===== config.mk =====
export PLATFORM = sky130hd
export DESIGN_NAME = seg_scan_hex_flat
export DESIGN_NICKNAME = d
export VERILOG_FILES = /design/src/rtl/seg_scan_hex_if.sv /design/src/rtl/seg_scan_hex.sv /design/src/flat_wrapper.sv
export SDC_FILE = /design/constraint.sdc
export NUM_CORES = 1
export LEC_CHECK = 0
export BUFFER_PORTS_ARGS = -buffer_cell sky130_fd_sc_hd__clkbuf_2
export CAP_MARGIN = 20
export CELL_PAD_IN_SITES_DETAIL_PLACEMENT = 1
export CELL_PAD_IN_SITES_GLOBAL_PLACEMENT = 2
export CORE_MARGIN = 4
export CORE_UTILIZATION = 32
export DETAILED_ROUTE_END_ITERATION = 6
export PLACE_DENSITY = 0.69
export SYNTH_ARGS = -nofsm -noshare
export SYNTH_HDL_FRONTEND = slang
export SYNTH_SLANG_ARGS = --single-unit
export TNS_END_PERCENT = 1

===== constraint.sdc =====
create_clock -name clk -period 2.9 [get_ports clk]
set_input_delay 0.87 -clock clk [delete_from_list [all_inputs] [get_ports clk]]
set_output_delay 0.87 -clock clk [all_outputs]
set_load 0.005 [all_outputs]

===== src/rtl/seg_scan_hex_if.sv =====
// seg_scan_hex_if: core-side inputs and display-pin outputs of the scanned hex display driver.
interface seg_scan_hex_if #(parameter int DIGITS = 8);
    logic                  en;
    logic                  load;
    logic [4*DIGITS-1:0]   value;
    logic [DIGITS-1:0]     digit_en;
    logic [DIGITS-1:0]     dp;
    logic [7:0]            seg_out;
    logic [DIGITS-1:0]     an_out;
    logic                  scan_done;
    modport master (output en, load, value, digit_en, dp, input seg_out, an_out, scan_done);
    modport slave  (input en, load, value, digit_en, dp, output seg_out, an_out, scan_done);
endinterface


===== src/rtl/seg_scan_hex.sv =====
// seg_scan_hex: time-multiplexed common-anode hex display driver with frame-synchronous updates.
// Define SEG_SCAN_LZ_BLANK_EN to blank leading-zero digits.
module seg_scan_hex #(
    parameter int DIGITS   = 8,
    parameter int SCAN_DIV = 1000
) (
    input logic          clk,
    input logic          rst,
    seg_scan_hex_if.slave bus
);
    localparam int DW = $clog2(SCAN_DIV);
    localparam int IW = DIGITS > 1 ? $clog2(DIGITS) : 1;
    localparam int VW = 4 * DIGITS;
    localparam logic [7:0] GLYPH [16] = '{
        8'h03, 8'h9F, 8'h25, 8'h0D, 8'h99, 8'h49, 8'h41, 8'h1F,
        8'h01, 8'h09, 8'h11, 8'hC1, 8'h63, 8'h85, 8'h61, 8'h71
    };

    logic [DW-1:0]     div_q, div_d;
    logic [IW-1:0]     idx_q, idx_d;
    logic              pend_q, pend_d;
    logic [VW-1:0]     sh_val_q, sh_val_d, dv_q, dv_d;
    logic [DIGITS-1:0] sh_en_q, sh_en_d, sh_dp_q, sh_dp_d;
    logic [DIGITS-1:0] de_q, de_d, dd_q, dd_d, an_q, an_d;
    logic [7:0]        seg_q, seg_d, glyph;
    logic [3:0]        nib;
    logic              div_wrap, idx_last, done, en_sel, dp_sel, lz_sel, show;

    always_comb begin
        div_wrap = div_q == DW'(SCAN_DIV - 1);
        idx_last = idx_q == IW'(DIGITS - 1);
        done     = div_wrap && idx_last;
        div_d    = div_wrap ? '0 : div_q + 1'b1;
        idx_d    = !div_wrap ? idx_q : idx_last ? '0 : idx_q + 1'b1;
        sh_val_d = bus.load ? bus.value    : sh_val_q;
        sh_en_d  = bus.load ? bus.digit_en : sh_en_q;
        sh_dp_d  = bus.load ? bus.dp       : sh_dp_q;
        pend_d   = !done && (bus.load || pend_q);
        // A load landing on the boundary bypasses the shadow so it is not delayed a frame.
        dv_d     = done && bus.load ? bus.value    : done && pend_q ? sh_val_q : dv_q;
        de_d     = done && bus.load ? bus.digit_en : done && pend_q ? sh_en_q  : de_q;
        dd_d     = done && bus.load ? bus.dp       : done && pend_q ? sh_dp_q  : dd_q;
        nib      = '0;
        en_sel   = 1'b0;
        dp_sel   = 1'b0;
        lz_sel   = 1'b0;
        for (int i = 0; i < DIGITS; i++) begin
            if (idx_q == IW'(i)) begin
                nib    = dv_q[4*i +: 4];
                en_sel = de_q[i];
                dp_sel = dd_q[i];
`ifdef SEG_SCAN_LZ_BLANK_EN
                lz_sel = (i > 0) && ((dv_q >> (4*i)) == '0);
`endif
            end
        end
        glyph = GLYPH[nib];
        show  = bus.en && en_sel && !lz_sel;
        seg_d = show ? {glyph[7:1], glyph[0] & ~dp_sel} : 8'hFF;
        an_d  = show ? ~(DIGITS'(1) << idx_q) : '1;
    end

    always_ff @(posedge clk) begin
        if (rst) begin
            div_q    <= '0;
            idx_q    <= '0;
            pend_q   <= 1'b0;
            sh_val_q <= '0;
            sh_en_q  <= '0;
            sh_dp_q  <= '0;
            dv_q     <= '0;
            de_q     <= '0;
            dd_q     <= '0;
            seg_q    <= 8'hFF;
            an_q     <= '1;
        end else begin
            div_q    <= div_d;
            idx_q    <= idx_d;
            pend_q   <= pend_d;
            sh_val_q <= sh_val_d;
            sh_en_q  <= sh_en_d;
            sh_dp_q  <= sh_dp_d;
            dv_q     <= dv_d;
            de_q     <= de_d;
            dd_q     <= dd_d;
            seg_q    <= seg_d;
            an_q     <= an_d;
        end
    end

    assign bus.seg_out   = seg_q;
    assign bus.an_out    = an_q;
    assign bus.scan_done = done;
endmodule


===== src/flat_wrapper.sv =====
// flat-port wrapper written by rule: the top's interface ports become plain ports
module seg_scan_hex_flat 
#(
    parameter int DIGITS   = 8,
    parameter int SCAN_DIV = 1000
)
  (clk, rst, bus_en, bus_load, bus_value, bus_digit_en, bus_dp, bus_seg_out, bus_an_out, bus_scan_done);
  seg_scan_hex_if #(.DIGITS(DIGITS)) bus_i ();
  input logic clk;
  input logic rst;
  input wire logic [$bits(bus_i.en)-1:0] bus_en;
  input wire logic [$bits(bus_i.load)-1:0] bus_load;
  input wire logic [$bits(bus_i.value)-1:0] bus_value;
  input wire logic [$bits(bus_i.digit_en)-1:0] bus_digit_en;
  input wire logic [$bits(bus_i.dp)-1:0] bus_dp;
  output wire logic [$bits(bus_i.seg_out)-1:0] bus_seg_out;
  output wire logic [$bits(bus_i.an_out)-1:0] bus_an_out;
  output wire logic [$bits(bus_i.scan_done)-1:0] bus_scan_done;
  assign bus_i.en = bus_en;
  assign bus_i.load = bus_load;
  assign bus_i.value = bus_value;
  assign bus_i.digit_en = bus_digit_en;
  assign bus_i.dp = bus_dp;
  assign bus_seg_out = bus_i.seg_out;
  assign bus_an_out = bus_i.an_out;
  assign bus_scan_done = bus_i.scan_done;
  seg_scan_hex #(.DIGITS(DIGITS), .SCAN_DIV(SCAN_DIV)) u_core (.clk(clk), .rst(rst), .bus(bus_i));
endmodule

==> impl_metrics.tcl, run 1 <==
set metrics [dict create \
    drv_slew 0 \
    r2r_start "u_core.idx_q[0]$_SDFFE_PP0N_" \
    setup_viol 0 \
    dr.pass1.iters 4 \
    cts_inserted_buffers 17 \
    route.detailed.drc 0 \
    die_x_um 143 \
    htreeDepth 4 \
    critPathArrivalTime_ns 1.91 \
    start_kind "flip-flop" \
    period_needed_ns 2.78 \
    layout-drive-gt1-share 0.234 \
    numPortBuffers 68 \
    tns_ns 0 \
    hp-class "flip-flop to flip-flop" \
    antenna_found_initial 0 \
    cts_tree "built" \
    maxCapViolCount 0 \
    path_class "flip-flop to primary output" \
    dp.cells 925 \
    relSlewSlack 0.482 \
    grt_overflow 0 \
    rrSetupSlack_ns 0.30 \
    drtIter0Drc 240 \
    cp_max_fo 5 \
    finalPower_mw 4.35 \
    ys_types 52 \
    fin_crit_sh 0.959 \
    tightest_slew_ns 0.777 \
    die_h_um 143 \
    num_io_pins 69 \
    totalWireLength_um 16300 \
    hold_viol 0 \
    gp_congestion 0.850 \
    worst_r2r_path_depth 11 \
    clock_latency_ns 0.41 \
    num_vias 4781 \
    rr_endpoint "u_core.bus.seg_out[4]$_SDFF_PP1_" \
    cts_max_path_buffers 2 \
    worst_ep_required_time_ns 2.03 \
    async_flop_share 0 \
    synthFlopType "dfxtp_1" \
    ys_seq_area_frac 0.432 \
    track_usage 0.167 \
    fin_skew_ns 0.0109 \
    synth_fp_nets 719 \
    min_path_cells 1 \
    grt_pass1_vias 4974 \
    syn_area_um2 5840 \
    rows 49 \
    core_um2 18000 \
    rsz0062_at_grt "false" \
    nets 780 \
    grt_max_degree 60 \
    fin_cells 957 \
    endpoint_kind "primary output" \
    viasPerCell 5.00 \
    min-delay-start "u_core.div_q[0]$_SDFF_PP0_" \
    die-area_um2 20500 \
    fillers 2120 \
    holdPathEnd "u_core.div_q[0]$_SDFF_PP0_" \
    start_util 0.325 \
    dpl.hpwl_um 11700 \
    syn_avg_cell_area_um2 8.92 \
    ys_ff_latch 126 \
    clk_pin_slew_ns 0.06 \
    synth_edf_count 0 \
    antenna_cells 0 \
    cts_sinks 126 \
    p_leak_nw 2.77 \
    ant_nets 0 \
    synth_cells 654 \
    status "finished clean" \
    yosysWarnings 0 \
    wl_per_cell_um 17.0 \
    root_buffer "clkbuf_16" \
    grt_pass1_wl_um 26800 \
    max_freq_mhz 360 \
    vdd_drop_max_v 0.000383 \
    cts_hold_buffers 0 \
    powerDensity_nw_per_um2 617 \
    area_delta_synth_final_pct 20.7 \
]
==> layer usage <==
| metal | up-vias | routed length, um | global-route usage | part of all wire |
|---|---|---|---|---|
| met5 | - | 0 | 0 | 0 |
| met4 | 0 | 186 | 0.0525 | 0.011 |
| met3 | 12 | 657 | 0.0352 | 0.040 |
| met2 | 81 | 7770 | 0.276 | 0.48 |
| met1 | 2298 | 7670 | 0.220 | 0.47 |
| li1 | 2390 | - | - | - |
==> how the worst max path moves through the flow <==
stage	start	endpoint	slack, ns
finish	u_core.div_q[1]$_SDFF_PP0_	bus_scan_done	0.12
global route	u_core.idx_q[0]$_SDFFE_PP0N_	bus_scan_done	0.005
CTS	u_core.idx_q[0]$_SDFFE_PP0N_	bus_scan_done	0.02
detailed placement	u_core.idx_q[0]$_SDFFE_PP0N_	u_core.bus.seg_out[4]$_SDFF_PP1_	0.22
global placement	u_core.idx_q[0]$_SDFFE_PP0N_	u_core.bus.seg_out[7]$_SDFF_PP1_	0.26
floorplan	u_core.idx_q[0]$_SDFFE_PP0N_	u_core.bus.seg_out[4]$_SDFF_PP1_	0.39
==> cells in the mapped netlist, types with 3 or more instances <==
master	instances	area [um2]
a211o_1	3	26.3
a211oi_1	7	52.6
a211oi_2	33	413
a21oi_1	31	155
a221o_1	3	30.0
a221oi_1	3	26.3
and2_1	4	25.0
buf_2	11	55.1
buf_4	3	22.5
buf_6	10	113
clkbuf_1	25	93.8
dfxtp_1	126	2520
ha_1	13	163
inv_1	22	82.6
mux2i_1	53	531
nand2_1	33	124
nand3_1	11	55.1
nand3b_1	7	52.6
nand4_1	4	25.0
nor2_1	139	522
nor2b_1	3	18.8
nor3_1	14	70.1
o21ai_0	23	115
o21ai_1	15	75.1
or3_1	16	100
xnor2_1	3	26.3
xor2_1	5	43.8
==> critical path, stage by stage (launching register included) <==
cell      delay, ns
dfxtp_1        0.39
ha_4           0.19
nand4_1        0.16
or4_4          0.58
inv_1          0.08
clkbuf_2       0.10
==> layout make-up <==
type | instances | area (um2) | share of cell area
multi-input cells | 455 | 2960 | 0.420
flip-flops and latches | 126 | 2530 | 0.359
repair buffers | 92 | 538 | 0.0764
clock buffers | 20 | 467 | 0.0662
well taps | 229 | 287 | 0.0407
inverters | 23 | 86.3 | 0.0123
clock inverters | 12 | 183 | 0.0259
==> timing repair <==
item | CTS | global route
pin swaps | 0 | 0
buffers inserted | 0 | 0
gates resized for setup | 2 | 5
endpoints found under the setup margin | 1 | 3
==> flip-flops by register name, indices dropped and copies added (netlist names) <==
| register | flops |
|---|---|
| u_core.dv_q | 32 |
| u_core.sh_val_q | 32 |
| u_core.div_q | 10 |
| u_core.bus.an_out | 8 |
| u_core.bus.seg_out | 8 |
| u_core.dd_q | 8 |
| u_core.de_q | 8 |
| u_core.sh_dp_q | 8 |
| u_core.sh_en_q | 8 |
| u_core.idx_q | 3 |
| u_core.pend_q | 1 |
==> metrics by stage <==
stage | area [um2] | hold WS (ns) | setup slack [ns] | utilization
floorplan | 5840 | 0.430 | 0.391 | -
global placement | 6370 | 0.443 | 0.265 | 0.355
detailed placement | 6370 | 0.466 | 0.216 | 0.355
CTS | 7030 | 0.482 | 0.0159 | 0.391
global route | 7050 | 0.494 | 0.00492 | 0.392
finish | 7050 | 0.473 | 0.119 | 0.392
==> cell families (layout without fill, tap and decap cells) <==
family	after synthesis	count (layout)	share of synthesized area
simple gates	246	246	0.191
compound gates	135	135	0.182
flops	126	126	0.432
buf+inv	73	147	0.0641
mux	53	53	0.0909
fa+ha+maj	13	13	0.0279
xor+xnor	8	8	0.0120
==> power breakdown <==
group | internal, mW | switching [mW]
registers | 1.78 | 0.0194
clock network | 1.51 | 0.804
logic | 0.0927 | 0.145
total | 3.38 | 0.968
==> layout by cell type (no fill, tap or decap), types with 22 or more instances in the layout <==
cell type,synthesis,routed
o21ai_0,23,23
clkbuf_2,0,66
a21oi_1,31,31
buf_4,3,25
nand2_1,33,33
dfxtp_1,126,123
mux2i_1,53,53
a211oi_2,33,33
nor2_1,139,139
inv_1,22,22
(Power assumes the default switching activity.)
==> run 2, diff against run 1 <==
Settings changed: CELL_PAD_IN_SITES_DETAIL_PLACEMENT 1 to unset, CELL_PAD_IN_SITES_GLOBAL_PLACEMENT 2 to unset, PLACE_DENSITY 0.69 to 0.46.
==> impl_metrics.tcl, run 2 (synthesis results as in run 1) <==
set metrics [dict create \
    status "finished clean" \
    tightest_slew_ns 0.716 \
    wl_per_cell_um 15.1 \
    clock_latency_ns 0.42 \
    num_vias 4650 \
    fin_crit_sh 0.946 \
    track_usage 0.149 \
    max_freq_mhz 365 \
    hold_viol 0 \
    rows 49 \
    grt_max_degree 103 \
    final_cell_mix "nor2_1, dfxtp_1, clkbuf_2" \
    tns_ns 0 \
    nets 780 \
    period_needed_ns 2.74 \
    cp_max_fo 4 \
    p_int_mw 3.23 \
    root_buffer "clkbuf_16" \
    grt_overflow 0 \
    layout-drive-gt1-share 0.232 \
    p_switching_mw 0.907 \
    grt_pass1_wl_um 23900 \
    maxCapViolCount 0 \
    cp_slowest_cell "or4_4" \
    setup_viol 0 \
    drv_slew 0 \
    seqPwrFrac 0.434 \
    largestRegisters "u_core.dv_q (32), u_core.sh_val_q (32), u_core.div_q (10)" \
    htreeDepth 4 \
    antenna_found_initial 0 \
    route.detailed.drc 0 \
    crit_path_cell_trace "ha_1 > ha_2 > nand4_1 > or4_4 > inv_1 > clkbuf_2" \
    power.share.switching 0.219 \
    start_kind "flip-flop" \
    drtIter0Drc 257 \
    mostFrequentLayoutCell "nor2_1" \
    endpoint_kind "primary output" \
    vdd_drop_max_v 0.000394 \
    die_x_um 143 \
    critPathArrivalTime_ns 1.87 \
    rsz0062_at_grt "false" \
    num_io_pins 69 \
    core_um2 18000 \
    antenna_cells 0 \
    ant_nets 0 \
    cts_inserted_buffers 17 \
    p_leak_nw 2.75 \
    path_class "flip-flop to primary output" \
    cts_tree "built" \
    grt_pass1_vias 4528 \
    totalWireLength_um 14500 \
    pwr-share-comb 0.057 \
    finalPower_mw 4.13 \
    crit_family "simple AND/OR/NAND/NOR gates" \
    viasPerCell 4.86 \
    area_delta_synth_final_pct 20.2 \
    clk_pin_slew_ns 0.05 \
    clkPwrFrac 0.508 \
    fin_skew_ns 0.0245 \
    worst_ep_required_time_ns 2.03 \
    dr.pass1.iters 5 \
    cts_max_path_buffers 2 \
    dpl.hpwl_um 10400 \
    relSlewSlack 0.522 \
    die-area_um2 20500 \
    start_util 0.325 \
    numPortBuffers 68 \
    powerDensity_nw_per_um2 590 \
    hp-class "flip-flop to flip-flop" \
    die_h_um 143 \
    gp_congestion 0.813 \
    cts_sinks 126 \
    critPathMaxStageDelay_ns 0.43 \
    worst-path-buf-inv 2 \
]
-- run 2: final timing paths --
| kind | start | to | slack, ns | depth (start not counted) |
|---|---|---|---|---|
| min | u_core.sh_val_q[8]$_SDFFE_PP0P_ | u_core.sh_val_q[8]$_SDFFE_PP0P_ | 0.49 | 2 |
| max reg2reg | u_core.idx_q[1]$_SDFFE_PP0N_ | u_core.bus.seg_out[7]$_SDFF_PP1_ | 0.35 | 11 |
| max | u_core.idx_q[1]$_SDFFE_PP0N_ | bus_scan_done | 0.16 | 6 |
| min reg2reg | u_core.sh_val_q[8]$_SDFFE_PP0P_ | u_core.sh_val_q[8]$_SDFFE_PP0P_ | 0.49 | 2 |
-- run 2: repair_timing --
item                       CTS  global route
hold buffers                 0             0
setup buffers                0             0
gates resized for setup      0             8
setup endpoints to repair    0             6
-- run 2: layer usage --
layer / track usage / wire length, um
met5: 0 / 0
met4: 0.0435 / 136
met3: 0.0452 / 640
met2: 0.234 / 6570
met1: 0.200 / 7140
-- run 2: power groups by stage --
stage / Sequential [mW] / Combinational (mW) / Clock [mW]
5_1_grt: 1.80 / 0.268 / 2.25
4_1_cts: 1.79 / 0.241 / 2.17
6_report: 1.80 / 0.237 / 2.10
3_5_place_dp: 1.83 / 0.241 / 0
2_1_floorplan: 1.83 / 0.159 / 0
3_3_place_gp: 1.83 / 0.236 / 0
-- run 2: tightest hold or removal path: cells and delay by family, from the launching register on --
family | cells | cell delay, ns
mux | 1 | 0.06
simple gates | 1 | 0.07
flops | 1 | 0.32
-- run 2: cell type report --
class	count	area, um2
clock inverter	12	145
inverter	23	86.3
multi-input combinational	455	2960
fill	1823	11000
clock buffer	19	443
timing repair buffer	92	563
tap	229	287
sequential	126	2520
-- run 2: per-stage QoR --
step | hold WS (ns) | utilization | worst slack [ns] | cell area, um2 | instances
finish | 0.491 | 0.390 | 0.157 | 7010 | 956
global route | 0.522 | 0.390 | 0.0119 | 7010 | 956
CTS | 0.472 | 0.389 | 0.0290 | 6990 | 956
detailed placement | 0.459 | 0.356 | 0.258 | 6400 | 925
global placement | 0.442 | 0.356 | 0.303 | 6400 | 925
floorplan | 0.430 | - | 0.391 | 5840 | 654
